### src/rtl/multi_timer.sv
// Multi-channel programmable interval timer with a word-addressed register file.
// Each channel has a prescaler, a down-counter, three run modes and a sticky W1C pending flag.
module multi_timer #(
    parameter  int CH      = 2,
    parameter  int WIDTH   = 32,
    parameter  int PRESC_W = 16,
    localparam int AW      = $clog2(CH) + 2
) (
    input  logic          clk,
    input  logic          rst,
    input  logic [AW-1:0] addr,
    input  logic          we,
    input  logic [31:0]   din,
    output logic [31:0]   dout,
    output logic [CH-1:0] irq_vec,
    output logic          irq,
    output logic [CH-1:0] tmr_out
);
    typedef enum logic {
        ST_IDLE = 1'b0,
        ST_CNT  = 1'b1
    } state_e;

    localparam logic [3:0] CH_LIM      = 4'(CH);
    localparam logic [1:0] REG_CTRL    = 2'd0;
    localparam logic [1:0] REG_PRESET  = 2'd1;
    localparam logic [1:0] REG_COUNT   = 2'd2;
    localparam logic [1:0] REG_STATUS  = 2'd3;
    localparam logic [1:0] MODE_AUTO   = 2'b01;
    localparam logic [1:0] MODE_SQUARE = 2'b10;

    state_e             state_q  [CH];
    state_e             state_d  [CH];
    logic [1:0]         mode_q   [CH];
    logic [1:0]         mode_d   [CH];
    logic [PRESC_W-1:0] presc_q  [CH];
    logic [PRESC_W-1:0] presc_d  [CH];
    logic [PRESC_W-1:0] pc_q     [CH];
    logic [PRESC_W-1:0] pc_d     [CH];
    logic [WIDTH-1:0]   preset_q [CH];
    logic [WIDTH-1:0]   preset_d [CH];
    logic [WIDTH-1:0]   count_q  [CH];
    logic [WIDTH-1:0]   count_d  [CH];
    logic [CH-1:0]      en_q, en_d;
    logic [CH-1:0]      im_q, im_d;
    logic [CH-1:0]      ip_q, ip_d;
    logic [CH-1:0]      tmr_q, tmr_d;

    logic [3:0]         ch_sel_s;
    logic [1:0]         reg_sel_s;
    logic               ch_ok_s;
    logic [CH-1:0]      sel_s;
    logic [CH-1:0]      wr_s;
    logic [CH-1:0]      expire_s;
    logic [31:0]        rd_word_s [CH];
    logic               unused_din_s;

    // With a single channel there is no channel field in the address.
    generate
        if (AW > 2) begin : g_ch_field
            assign ch_sel_s = 4'(addr[AW-1:2]);
        end else begin : g_no_ch_field
            assign ch_sel_s = 4'd0;
        end
    endgenerate

    assign reg_sel_s    = addr[1:0];
    assign ch_ok_s      = (ch_sel_s < CH_LIM);
    assign unused_din_s = ^din;

    // Per-channel address decode for reads and write strobes.
    always_comb begin
        sel_s = '0;
        wr_s  = '0;
        for (int c = 0; c < CH; c++) begin
            sel_s[c] = ch_ok_s && (ch_sel_s == 4'(c));
            wr_s[c]  = we && sel_s[c];
        end
    end

    // Channel FSMs: count/expiry first, then bus writes override where they collide.
    always_comb begin
        en_d     = en_q;
        im_d     = im_q;
        ip_d     = ip_q;
        tmr_d    = tmr_q;
        expire_s = '0;
        for (int c = 0; c < CH; c++) begin
            state_d[c]  = state_q[c];
            mode_d[c]   = mode_q[c];
            presc_d[c]  = presc_q[c];
            pc_d[c]     = pc_q[c];
            preset_d[c] = preset_q[c];
            count_d[c]  = count_q[c];

            case (state_q[c])
                ST_IDLE: begin
                    if (en_q[c]) begin
                        state_d[c] = ST_CNT;
                        count_d[c] = preset_q[c];
                        pc_d[c]    = '0;
                    end else begin
                        state_d[c] = ST_IDLE;
                    end
                end
                ST_CNT: begin
                    if (!en_q[c]) begin
                        state_d[c] = ST_IDLE;
                    end else if (pc_q[c] == presc_q[c]) begin
                        pc_d[c] = '0;
                        if (count_q[c] != '0) begin
                            count_d[c] = count_q[c] - WIDTH'(1);
                        end else begin
                            expire_s[c] = 1'b1;
                            ip_d[c]     = 1'b1;
                            if ((mode_q[c] == MODE_AUTO) || (mode_q[c] == MODE_SQUARE)) begin
                                count_d[c] = preset_q[c];
                                tmr_d[c]   = (mode_q[c] == MODE_SQUARE) ? ~tmr_q[c] : tmr_q[c];
                            end else begin
                                en_d[c]    = 1'b0;
                                state_d[c] = ST_IDLE;
                            end
                        end
                    end else begin
                        pc_d[c] = pc_q[c] + PRESC_W'(1);
                    end
                end
                default: state_d[c] = ST_IDLE;
            endcase

            // An expiry in the same cycle keeps IP set even against a W1C.
            case ({wr_s[c], reg_sel_s})
                {1'b1, REG_CTRL}: begin
                    en_d[c]    = din[0];
                    mode_d[c]  = din[2:1];
                    im_d[c]    = din[3];
                    presc_d[c] = din[16 +: PRESC_W];
                end
                {1'b1, REG_PRESET}: preset_d[c] = din[WIDTH-1:0];
                {1'b1, REG_COUNT}:  count_d[c]  = din[WIDTH-1:0];
                {1'b1, REG_STATUS}: ip_d[c]     = expire_s[c] | (ip_q[c] & ~din[0]);
                default: ;
            endcase
        end
    end

    // State registers for every channel.
    always_ff @(posedge clk) begin
        if (rst) begin
            en_q  <= '0;
            im_q  <= '0;
            ip_q  <= '0;
            tmr_q <= '0;
            for (int c = 0; c < CH; c++) begin
                state_q[c]  <= ST_IDLE;
                mode_q[c]   <= 2'b00;
                presc_q[c]  <= '0;
                pc_q[c]     <= '0;
                preset_q[c] <= '0;
                count_q[c]  <= '0;
            end
        end else begin
            en_q  <= en_d;
            im_q  <= im_d;
            ip_q  <= ip_d;
            tmr_q <= tmr_d;
            for (int c = 0; c < CH; c++) begin
                state_q[c]  <= state_d[c];
                mode_q[c]   <= mode_d[c];
                presc_q[c]  <= presc_d[c];
                pc_q[c]     <= pc_d[c];
                preset_q[c] <= preset_d[c];
                count_q[c]  <= count_d[c];
            end
        end
    end

    // Readable image of each channel's register selected by addr[1:0].
    always_comb begin
        for (int c = 0; c < CH; c++) begin
            rd_word_s[c] = 32'd0;
            case (reg_sel_s)
                REG_CTRL: begin
                    rd_word_s[c][16 +: PRESC_W] = presc_q[c];
                    rd_word_s[c][3]             = im_q[c];
                    rd_word_s[c][2:1]           = mode_q[c];
                    rd_word_s[c][0]             = en_q[c];
                end
                REG_PRESET: rd_word_s[c][WIDTH-1:0] = preset_q[c];
                REG_COUNT:  rd_word_s[c][WIDTH-1:0] = count_q[c];
                REG_STATUS: rd_word_s[c][0]         = ip_q[c];
                default:    rd_word_s[c]            = 32'd0;
            endcase
        end
    end

    // Out-of-range channels select nothing and therefore read as zero.
    always_comb begin
        dout = 32'd0;
        for (int c = 0; c < CH; c++) begin
            dout = dout | (sel_s[c] ? rd_word_s[c] : 32'd0);
        end
    end

    assign irq_vec = ip_q & im_q;
    assign irq     = |irq_vec;
    assign tmr_out = tmr_q;
endmodule
### config.mk
export PLATFORM = sky130hd
export DESIGN_NAME = multi_timer
export DESIGN_NICKNAME = d
export VERILOG_FILES = /design/src/rtl/multi_timer.sv
export SDC_FILE = /design/constraint.sdc
export NUM_CORES = 1
export LEC_CHECK = 0
export ABC_AREA = 1
export CAP_MARGIN = 10
export CORE_MARGIN = 3
export CORE_UTILIZATION = 46
export CTS_BUF_LIST = sky130_fd_sc_hd__clkbuf_16
export CTS_CLUSTER_SIZE = 30
export DETAILED_ROUTE_END_ITERATION = 10
export DONT_BUFFER_PORTS = 1
export PLACE_DENSITY = 0.58
export SYNTH_ARGS = -nofsm -noshare
export SYNTH_HDL_FRONTEND = slang
export SYNTH_SLANG_ARGS = --single-unit
### constraint.sdc
create_clock -name clk -period 5.3 [get_ports clk]
set_input_delay 1.06 -clock clk [delete_from_list [all_inputs] [get_ports clk]]
set_output_delay 1.06 -clock clk [all_outputs]
set_load 0.02 [all_outputs]
==> metrics.cfg <==
[run_status]
status = completed

[finish]
final_nets = 2061
final_layout_size_suffix_gt1_share_pct = 6.81
areaGrowthSynthToFinish_pct = 6.96
final_cell_mix = 492 x nand2_1, 292 x nor2_1, 208 x inv_1
diodes = 0
final_common_cell = nand2_1

[pwr]
p_int_mw = 2.71
p_per_area_mw_per_mm2 = 293
switching_share_pct = 33.2
ir_drop_uv = 206
pwr-share-clk_pct = 38.8
switchingPower_mw = 1.35
p_comb_share_pct = 20.3
power_mw = 4.06
seqPwrFrac_pct = 40.9
power_leakage_nw = 5.94

[synthesis]
ys_types = 44
syn_inst = 2058
synth_top_family_by_area = simple AND/OR/NAND/NOR gates
synth_seq_cells = 206
synth_compound_area_share_pct = 20.2
syn_area_mm2 = 0.0129
synth-xor-area-share_pct = 3.66
synth_fa_ha_area_share_pct = 1.35
syn_area_per_cell_um2 = 6.28
synth_nets = 2110
synth-simple-area-share_pct = 32.4
yosysSeqAreaShare_pct = 31.9
yosysWarnings = 0
synth_mux_area_share_pct = 0

[cts]
cts_hold_buf = 0
cts-root-buf = clkbuf_16
cts_buffers = 25
cts.sink_count = 206
cts_resized = 0
clockBufferDepth = 3
cts_tree = done
clk_pin_slew_ns = 0.06
clock_latency_ns = 0.55
htree_levels = 1
post-cts-setup-buffers = 0

[drt]
via_per_inst = 5.65
vias = 13500
drt_wl_total_mm = 48.1
dr.first_iter.drc_count = 1421
drt_pass1_iterations = 6
detail-route-antenna-nets = 0
wl_per_cell_um = 20.1
drc = 0

[timing]
hold_viol_final = 0
maxSlewHeadroom_pct = 32.5
timing.hold.ws_ns = 0.474
rsz0062_at_grt = no
fin_crit_sh_pct = 80.7
max_freq_mhz = 234
drv_slew = 0
fin_crit_ns = 4.28
finalSetupViolations = 0
clock_skew_ns = 0.0116
setup_tns_ns = 0
worst_slew_pin_slew_ns = 1.01

[worst_setup_path]
slowest_stage = inv_1
worstPathCellList = inv_1 > ha_1 > buf_4 > inv_1 > buf_4 > o21ai_0 > a221oi_1 > nor3_1 > buf_4
path_max_fanout = 24
cp-end-kind = output pin
startpoint_type = input pin
r2r_start = en_q[1]$_SDFFE_PP0P_
arrival_ns = 3.22
max_stage_delay_ns = 0.67
critPathKind = in -> out
cp-startpoint = addr[1]
required_ns = 4.24
critPathMostFrequentCell = buf_4

[global_route]
antenna_found_initial = 0
grt-ovfl-total = 0
grt_pass1_wl_mm = 73.9
grt_util_all_layers_pct = 30.9
grt_max_degree = 65
grt_pass1_vias = 12400

[floorplan]
die_area_mm2 = 0.0302
dieHeight_um = 174
core_area_mm2 = 0.0273
initial_core_util_pct = 47.3
io_pins = 75
rows = 60
fp.dieW_um = 174

[placement]
port_buffers = 0
gp_congestion = 0.970
hpwl_mm = 34.6

[run]
maxCapViolCount = 0

[min_path]
hp-start = preset_q[0][17]$_SDFFE_PP0N_
worstHoldPathType = reg -> reg

-- area by class of cell --
class / count / area [um^2]
clock inverter: 19 / 92.6
inverter: 215 / 811
timing repair buffer: 32 / 253
clock buffer: 25 / 626
sequential: 206 / 4120
tap: 372 / 465
multi-input combinational: 1529 / 7460
fill: 2928 / 13500
-- sequential cells by signal, summed over array words and instances (netlist names) --
signal / cells
count_q: 64
en_q: 2
im_q: 2
ip_q: 2
mode_q: 4
pc_q: 32
presc_q: 32
preset_q: 64
state_q: 2
tmr_out: 2
-- critical path, delay by kind of cell --
family,cells,cell delay [ns]
fa+ha+maj,1,0.17
simple gates,1,0.14
buf+inv,5,1.46
compound gates,2,0.37
-- routing by layer --
layer  vias up  track usage, %  wire length (um)  part of all wire (%)
met2       624            47.6             20600                    43
met1      6205            42.2             20800                    43
li1       6606               -                 -                     -
met4         0            11.7              2030                   4.2
met5         -               0                 0                     0
met3       113            7.12              4620                   9.6
-- power groups by stage --
stage	logic [mW]	registers, mW	clock network, mW
final	0.824	1.66	1.57
after floorplan	0.638	1.66	0
after global placement	0.799	1.69	0
after global routing	0.923	1.66	1.65
after CTS	0.810	1.66	1.59
after detailed placement	0.806	1.69	0
-- synthesized netlist by cell type, drive strengths merged --
cell type	n	area, um^2
nor3	31	160
inv	213	802
a21o	2	15.0
nor4	1	6.26
or2	4	25.0
buf	43	307
clkbuf	65	244
a211oi	3	22.5
ha	14	175
o21bai	3	33.8
a21oi	184	947
nor3b	2	15.0
dfxtp	206	4120
nand2	513	1990
o221ai	2	17.5
o22ai	12	75.1
a31oi	1	6.26
clkinv	2	7.51
xnor2	8	70.1
o211ai	8	60.1
nand3	93	503
nand4	22	144
xor2	46	403
o21ai	219	1100
nand3b	7	52.6
a221oi	38	333
nor2	316	1300
-- final timing paths --
kind                            slack (ns)  depth (start not counted)                           end
worst min-delay path                  0.47                          2  preset_q[0][17]$_SDFFE_PP0N_
worst max register to register        2.78                          7   count_q[0][50]$_SDFFE_PP0P_
worst max-delay path                  1.02                          9                      dout[21]
worst min register to register        0.47                          2  preset_q[0][17]$_SDFFE_PP0N_
-- logic make-up after synthesis --
kind of cell / count (synthesis)
simple gates: 989
flops: 206
xor+xnor: 54
buf+inv: 323
fa+ha+maj: 14
compound gates: 472
-- metrics by stage --
stage	util [%]	cells	worst slack [ns]	instance area, um^2
final	50.6	2398	1.02	13800
after global routing	50.6	2398	0.919	13800
after CTS	50.5	2397	1.11	13800
after detailed placement	47.9	2353	1.10	13100
after global placement	47.9	2353	1.15	13100
after floorplan	-	2058	1.73	12900
No activity file was read; power rests on OpenSTA's default activity.
